### config.mk
export PLATFORM = sky130hd
export DESIGN_NAME = gas_dispense_ctrl
export DESIGN_NICKNAME = d
export VERILOG_FILES = /design/src/rtl/gas_pump_pkg.sv /design/src/rtl/flow_meter_counter.sv /design/src/rtl/gas_dispense_ctrl.sv
export SDC_FILE = /design/constraint.sdc
export NUM_CORES = 1
export LEC_CHECK = 0
export CAP_MARGIN = 20
export CORE_ASPECT_RATIO = 0.7
export CORE_MARGIN = 10
export CORE_UTILIZATION = 40
export CTS_CLUSTER_SIZE = 40
export DETAILED_ROUTE_END_ITERATION = 8
export GPL_TIMING_DRIVEN = 0
export SETUP_SLACK_MARGIN = 0.15
export SYNTH_ARGS = -nofsm -noshare
export SYNTH_HDL_FRONTEND = slang
export SYNTH_SLANG_ARGS = --single-unit
### constraint.sdc
create_clock -name clk -period 7.6 [get_ports clk]
set_input_delay 1.14 -clock clk [delete_from_list [all_inputs] [get_ports clk]]
set_output_delay 1.14 -clock clk [all_outputs]
set_load 0.01 [all_outputs]
### src/rtl/gas_pump_pkg.sv
// Shared types and widths for the fuel dispense controller.
package gas_pump_pkg;

  localparam int LITER_W = 8;
  localparam int COST_W  = 16;
  localparam int TIMER_W = 16;

  typedef enum logic [2:0] {
    ST_IDLE,
    ST_ARMED,
    ST_DISPENSE,
    ST_PAUSE,
    ST_FINISH
  } state_t;

  typedef enum logic [1:0] {
    END_FULL    = 2'd0,
    END_HANGUP  = 2'd1,
    END_TIMEOUT = 2'd2,
    END_ZERO    = 2'd3
  } end_code_t;

  typedef struct packed {
    state_t     state;
    logic [7:0] pulse_cnt;
  } debug_t;

endpackage

### src/rtl/flow_meter_counter.sv
// Counts meter pulses and emits a combinational tick on the pulse that
// completes a whole litre, wrapping the pulse count back to zero.
module flow_meter_counter #(
  parameter  int PULSES_PER_LITER = 10,
  localparam int CNT_W            = $clog2(PULSES_PER_LITER)
) (
  input  logic             clk,
  input  logic             reset_n,
  input  logic             en,
  input  logic             pulse,
  input  logic             clr,
  output logic             litre_tick,
  output logic [CNT_W-1:0] pulse_cnt
);

  assign litre_tick = en && pulse && (pulse_cnt == CNT_W'(PULSES_PER_LITER - 1));

  always_ff @(posedge clk or negedge reset_n) begin
    if (!reset_n) begin
      pulse_cnt <= '0;
    end else if (clr) begin
      pulse_cnt <= '0;
    end else if (en && pulse) begin
      pulse_cnt <= litre_tick ? '0 : pulse_cnt + CNT_W'(1);
    end
  end

endmodule

### src/rtl/gas_dispense_ctrl.sv
// Runs one authorised fuel sale: waits for nozzle lift, drives pump/valve,
// meters litres, accumulates the charge and reports how the sale ended.
module gas_dispense_ctrl
  import gas_pump_pkg::*;
#(
  parameter int PULSES_PER_LITER = 10,
  parameter int TIMEOUT_CYCLES   = 1000,
  parameter int PAUSE_CYCLES     = 500
) (
  input  logic               clk,
  input  logic               reset_n,
  input  logic               auth_valid,
  input  logic [LITER_W-1:0] auth_liters,
  input  logic [7:0]         auth_price,
  output logic               auth_ready,
  input  logic               nozzle_lifted,
  input  logic               trigger,
  input  logic               flow_pulse,
  output logic               pump_en,
  output logic               valve_open,
  output logic [LITER_W-1:0] liters_dispensed,
  output logic [COST_W-1:0]  amount_charged,
  output logic               busy,
  output logic               dispense_done,
  output logic [1:0]         end_code,
  output debug_t             debug
);

  localparam int CNT_W = $clog2(PULSES_PER_LITER);

  state_t               state, state_next;
  end_code_t            end_reg, end_next;
  logic [LITER_W-1:0]   target, liters;
  logic [7:0]           price;
  logic [COST_W-1:0]    amount;
  logic [TIMER_W-1:0]   timer;
  logic [CNT_W-1:0]     pulse_cnt;
  logic                 accept, litre_tick, reach_target;

  assign accept       = (state == ST_IDLE) && auth_valid;
  assign reach_target = litre_tick && (({1'b0, liters} + 9'd1) == {1'b0, target});

  flow_meter_counter #(.PULSES_PER_LITER(PULSES_PER_LITER)) u_meter (
    .clk        (clk),
    .reset_n    (reset_n),
    .en         (state == ST_DISPENSE),
    .pulse      (flow_pulse),
    .clr        (accept),
    .litre_tick (litre_tick),
    .pulse_cnt  (pulse_cnt)
  );

  always_ff @(posedge clk or negedge reset_n) begin
    if (!reset_n) state <= ST_IDLE;
    else          state <= state_next;
  end

  // Same-cycle priority in DISPENSE: target reached, then hang-up, then release.
  always_comb begin
    state_next = state;
    end_next   = end_reg;
    case (state)
      ST_IDLE: begin
        if (auth_valid) begin
          if (auth_liters == '0) begin
            state_next = ST_FINISH;
            end_next   = END_ZERO;
          end else begin
            state_next = ST_ARMED;
            end_next   = END_FULL;
          end
        end
      end
      ST_ARMED: begin
        if (nozzle_lifted && trigger) begin
          state_next = ST_DISPENSE;
        end else if (timer == TIMER_W'(TIMEOUT_CYCLES - 1)) begin
          state_next = ST_FINISH;
          end_next   = END_TIMEOUT;
        end
      end
      ST_DISPENSE: begin
        if (reach_target) begin
          state_next = ST_FINISH;
          end_next   = END_FULL;
        end else if (!nozzle_lifted) begin
          state_next = ST_FINISH;
          end_next   = END_HANGUP;
        end else if (!trigger) begin
          state_next = ST_PAUSE;
        end
      end
      ST_PAUSE: begin
        if (!nozzle_lifted || (timer == TIMER_W'(PAUSE_CYCLES - 1))) begin
          state_next = ST_FINISH;
          end_next   = END_HANGUP;
        end else if (trigger) begin
          state_next = ST_DISPENSE;
        end
      end
      ST_FINISH: state_next = ST_IDLE;
      default:   state_next = ST_IDLE;
    endcase
  end

  always_comb begin
    auth_ready    = 1'b0;
    busy          = 1'b1;
    pump_en       = 1'b0;
    valve_open    = 1'b0;
    dispense_done = 1'b0;
    case (state)
      ST_IDLE: begin
        auth_ready = 1'b1;
        busy       = 1'b0;
      end
      ST_DISPENSE: begin
        pump_en    = 1'b1;
        valve_open = 1'b1;
      end
      ST_PAUSE:  pump_en       = 1'b1;
      ST_FINISH: dispense_done = 1'b1;
      default: ;
    endcase
  end

  // Timer restarts on every state change and idles at zero.
  always_ff @(posedge clk or negedge reset_n) begin
    if (!reset_n) begin
      target  <= '0;
      price   <= '0;
      liters  <= '0;
      amount  <= '0;
      timer   <= '0;
      end_reg <= END_FULL;
    end else begin
      end_reg <= end_next;
      if ((state_next != state) || (state == ST_IDLE)) timer <= '0;
      else                                             timer <= timer + TIMER_W'(1);
      if (accept) begin
        target <= auth_liters;
        price  <= auth_price;
        liters <= '0;
        amount <= '0;
      end else if (litre_tick) begin
        liters <= liters + LITER_W'(1);
        amount <= amount + COST_W'(price);
      end
    end
  end

  assign liters_dispensed = liters;
  assign amount_charged   = amount;
  assign end_code         = end_reg;
  assign debug.state      = state;
  assign debug.pulse_cnt  = 8'(pulse_cnt);

endmodule

==> flow_results.org <==
** Status
- Run status :: finished clean

** Placement
- Final Wtd Congestion :: between 0.8 and 0.9
- The wire-length estimate of the detail-placed layout is around 7000 um.
- Count of port buffers added during placement :: approximately 60
- Total instance count after detailed placement :: between 500 and 600
- Cell area after placement :: between 0.004 and 0.005 mm2

** Critical path
- The worst setup path is launched from an input port.
- Reg-to-reg critical path endpoint :: timer[7]
- Counting both buffers and inverters, the worst setup path holds a total of 2.
- Tracing the worst setup path back leads to its startpoint at auth_liters[5].
- The startpoint identified for the worst register-to-register timing path is liters_dispensed[0].
- Cell Chain, Critical Path :: clkdlybuf4s50_1 > nor4_1 > a21oi_1 > a2111oi_2 > nor4b_2 > o311ai_4 > buf_6 > nor2_2
- Maximum fanout count along the critical path :: 10
- Kind of critical path :: input port to flip-flop
- Cell type of the slowest stage on the worst timing path :: sky130_fd_sc_hd__nor4_1
- Category of cells accounting for the largest share of critical-path delay :: simple AND/OR/NAND/NOR gates
- Data on the critical path arrives at its endpoint at approximately 3.9 ns.
- Required time of the worst setup path :: about 7.9 ns
- Following the worst setup path forward leads to its endpoint at timer[13].
- The largest single stage delay on the critical path is about 0.85 ns.
- Number of cells on the worst reg-to-reg path :: 10
- The critical path crosses 8 cells after its start point.
- Minimum setup slack among reg-to-reg paths :: around 4.6 ns
- Type of destination of the critical path :: flip-flop

** Synthesis
- The Yosys step of the flow raised 0 warnings.
- In the synthesized netlist the async set-or-reset flop fraction comes to 100%.
- Proportion of synthesized chip area in sequential cells :: 43.8%
- The synthesized netlist occupies a cell area of ~0.0037 mm2.
- Counting distinct cell types in the post-synthesis netlist gives 63.
- Post-Synthesis Cells :: 411
- Post-synthesis register bit count :: between 60 and 70
- Yosys mapped a number of flops with a built-in enable equal to 0.
- Mean instance size in the synthesized netlist :: about 9.0 um2
- Top flip-flop cell by instance count after synthesis :: sky130_fd_sc_hd__dfrtp_1

** Pwr
- Net switching is around 34% of the power.
- The internal power of the cells totals approximately 810 uW.
- Net switching power :: 413 uW
- Summed over all cells, the static leakage comes to between 0.002 and 0.0025 uW.
- Total power for the finished layout comes to 1220 uW.
- Power density cells :: 258 mW/mm2
- Maximum vdd ir drop :: about 0.12 mV
- Fraction of power consumed by sequential logic :: a little under two fifths
- The share of total power dissipated in the clock network is a little under a third.
- In this run, the combinational gates consume a little under a third of the power.

** Timing
- The clock period could shrink to between 3 and 4 ns.
- Setup repair after global routing left no endpoint under its margin.
- For the pin with the worst max-slew slack, the measured transition is approximately 0.97 ns.
- Setup TNS :: 0 ns
- Maximum clock frequency :: between 0.2 and 0.3 GHz
- Rel. slew slack :: 34.6%
- Final hold violation count :: 0
- Max Slew Vio Count :: 0
- Final cycle utilization of the critical path :: a little under half
- Clock skew on the completed layout was measured at around 0.0078 ns.
- Setup violations remaining at the end of the flow were counted as 0.

** Detailed routing
- Number of routed nets with antenna violations :: 0
- The first TritonRoute pass finished after 4 iterations.
- Dividing the detail-routed via count by the number of cells gives between 5 and 6.
- Post-DR wirelength/cell :: ~16 um
- DRC violation count after routing :: 0
- Total length of routed wires :: 9480 um
- Count of vias placed by the detailed router :: around 3000
- The detailed router finished its first iteration with between 200 and 250 violations.

** Global routing
- Entering global routing, the biggest net connects 66 pins.
- GRT Residual Overflow :: 0
- The initial antenna violation count was 0.
- For this run, the total global-route usage over all layers was measured as between 10% and 20%.
- Number of global-route vias before repair :: ~3100
- The first global-routing pass estimated roughly 16000 um of wire.

** Worst hold path
- The path class of the tightest hold or removal check is flip-flop to flip-flop.
- The worst hold path begins at price[6].

** Clocking
- Clock-pin slew was measured on the worst setup and hold paths at around 0.05 ns.
- Clock latency on the worst-skew pair :: around 0.34 ns
- Clock tree synthesis inserted a total of 9 buffers.
- The H-tree was split into 3 levels.
- Gates resized during post-CTS repair numbered 0.
- The root buffer cell chosen for the clock tree is sky130_fd_sc_hd__clkbuf_16.
- Hold buffers post-CTS :: 0
- TritonCTS built the clock tree.
- Postcts setup bufs :: 0
- Total clock sinks :: 65
- In this run the deepest clock path goes through 2 buffers.

** Finish
- The repair_antennas step left the layout with diodes totalling 0.
- Growth of design area from synthesis to finish :: 27.6%
- Finished Layout Cells :: between 600 and 700
- The finished cells cover about 0.0047 mm2.
- In the layout the commonest cells are sky130_fd_sc_hd__nand2_1 (84), sky130_fd_sc_hd__dfrtp_1 (65), sky130_fd_sc_hd__clkdlybuf4s50_1 (58).
- Measured on the finished design, the core utilization comes to ~52%.
- Share of cells above drive strength 1 :: roughly a tenth
- Nets :: ~520
- The library cell used most frequently in the layout, excluding fill and tap cells, is sky130_fd_sc_hd__nand2_1.

** Flow run
- Across the run, the number of max-cap violations was 0.

** Floorplanning
- Row generation in the floorplan step produced 29 rows.
- Area inside the core boundary :: 0.00907 mm2
- The initial utilization of the core area, before any placement, comes to about two fifths.
- During I/O placement, the number of pins put on the boundary was 64.
- Height of the die :: just over 100 um
- In this run the horizontal extent of the chip is 135 um.
- The die covers 0.0136 mm2.
## state kept, by name (all words and copies together) (netlist names)
signal and cells:
amount_charged 16, end_code 2, liters_dispensed 8, price 8, state 3, target 8, timer 16, u_meter.pulse_cnt 4
## metal layers
metal  part of all wire [%]  track usage (%)  routed length (um)  up-vias
li1                       -                -                   -     1553
met1                     52             20.8                4930     1460
met2                     41             20.4                3890       59
met3                    5.7             4.28                 536       12
met4                    1.3             4.87                 120        0
met5                      0                0                   0        -
## tightest hold or removal path: cells and delay by family (launching register included)
family / cells / cell delay (ns)
flops: 1 / 0.35
simple gates: 2 / 0.10
## layout make-up
type / instances / area, um2
well taps: 124 / 155
clock buffers: 11 / 253
fillers: 860 / 4330
clock inverters: 3 / 17.5
inverters: 16 / 60.1
multi-input cells: 316 / 1940
repair buffers: 59 / 588
flip-flops and latches: 65 / 1630
plain buffers: 17 / 97.6
## power by group through the flow
stage,Combinational [uW],Clock (uW),Sequential (uW)
after global routing,441,405,459
after global placement,386,0,455
after detailed placement,391,0,456
final,390,381,451
after floorplan,256,0,452
after CTS,394,389,451
## worst min path at each step
stage	slack [ns]	depth (start not counted)	end
finish	0.48	2	price[6]
global route	0.50	2	price[6]
CTS	0.48	2	price[6]
detailed placement	0.47	2	price[6]
global placement	0.47	2	price[0]
floorplan	0.45	2	price[0]
## synthesized netlist by cell type, drive strengths merged, types with 4 or more instances
library cell | count | area, um2
a31oi | 4 | 25.0
xnor2 | 20 | 175
buf | 9 | 66.3
a21oi | 21 | 105
nor4 | 4 | 31.3
clkbuf | 8 | 31.3
nor2 | 41 | 181
dfrtp | 65 | 1630
nor3 | 5 | 25.0
and3 | 8 | 51.3
nand2b | 4 | 25.0
ha | 12 | 150
nand4 | 4 | 25.0
o21ai | 26 | 130
inv | 16 | 60.1
nand3 | 13 | 65.1
xor2 | 12 | 105
or3 | 5 | 31.3
nand2 | 84 | 315
## stage by stage
stage / setup WS [ns] / hold WS (ns)
after floorplan: 4.61 / 0.450
after global placement: 3.09 / 0.466
after detailed placement: 3.71 / 0.470
after CTS: 4.05 / 0.484
after global routing: 3.82 / 0.505
final: 3.99 / 0.484
## cell families (layout without fill, tap and decap cells)
group | count (synthesis) | in the layout | synth area share (%)
DFF | 65 | 65 | 43.8
AOI/OAI and AO/OA | 79 | 79 | 14.6
and+or+nand+nor | 184 | 184 | 24.0
other | 1 | 4 | 0.101
buffers and inverters | 33 | 106 | 4.25
xor gates and xnor gates | 32 | 32 | 7.55
adders and majority gates | 13 | 13 | 4.58
muxes | 4 | 4 | 1.15
(Power assumes the default switching activity.)
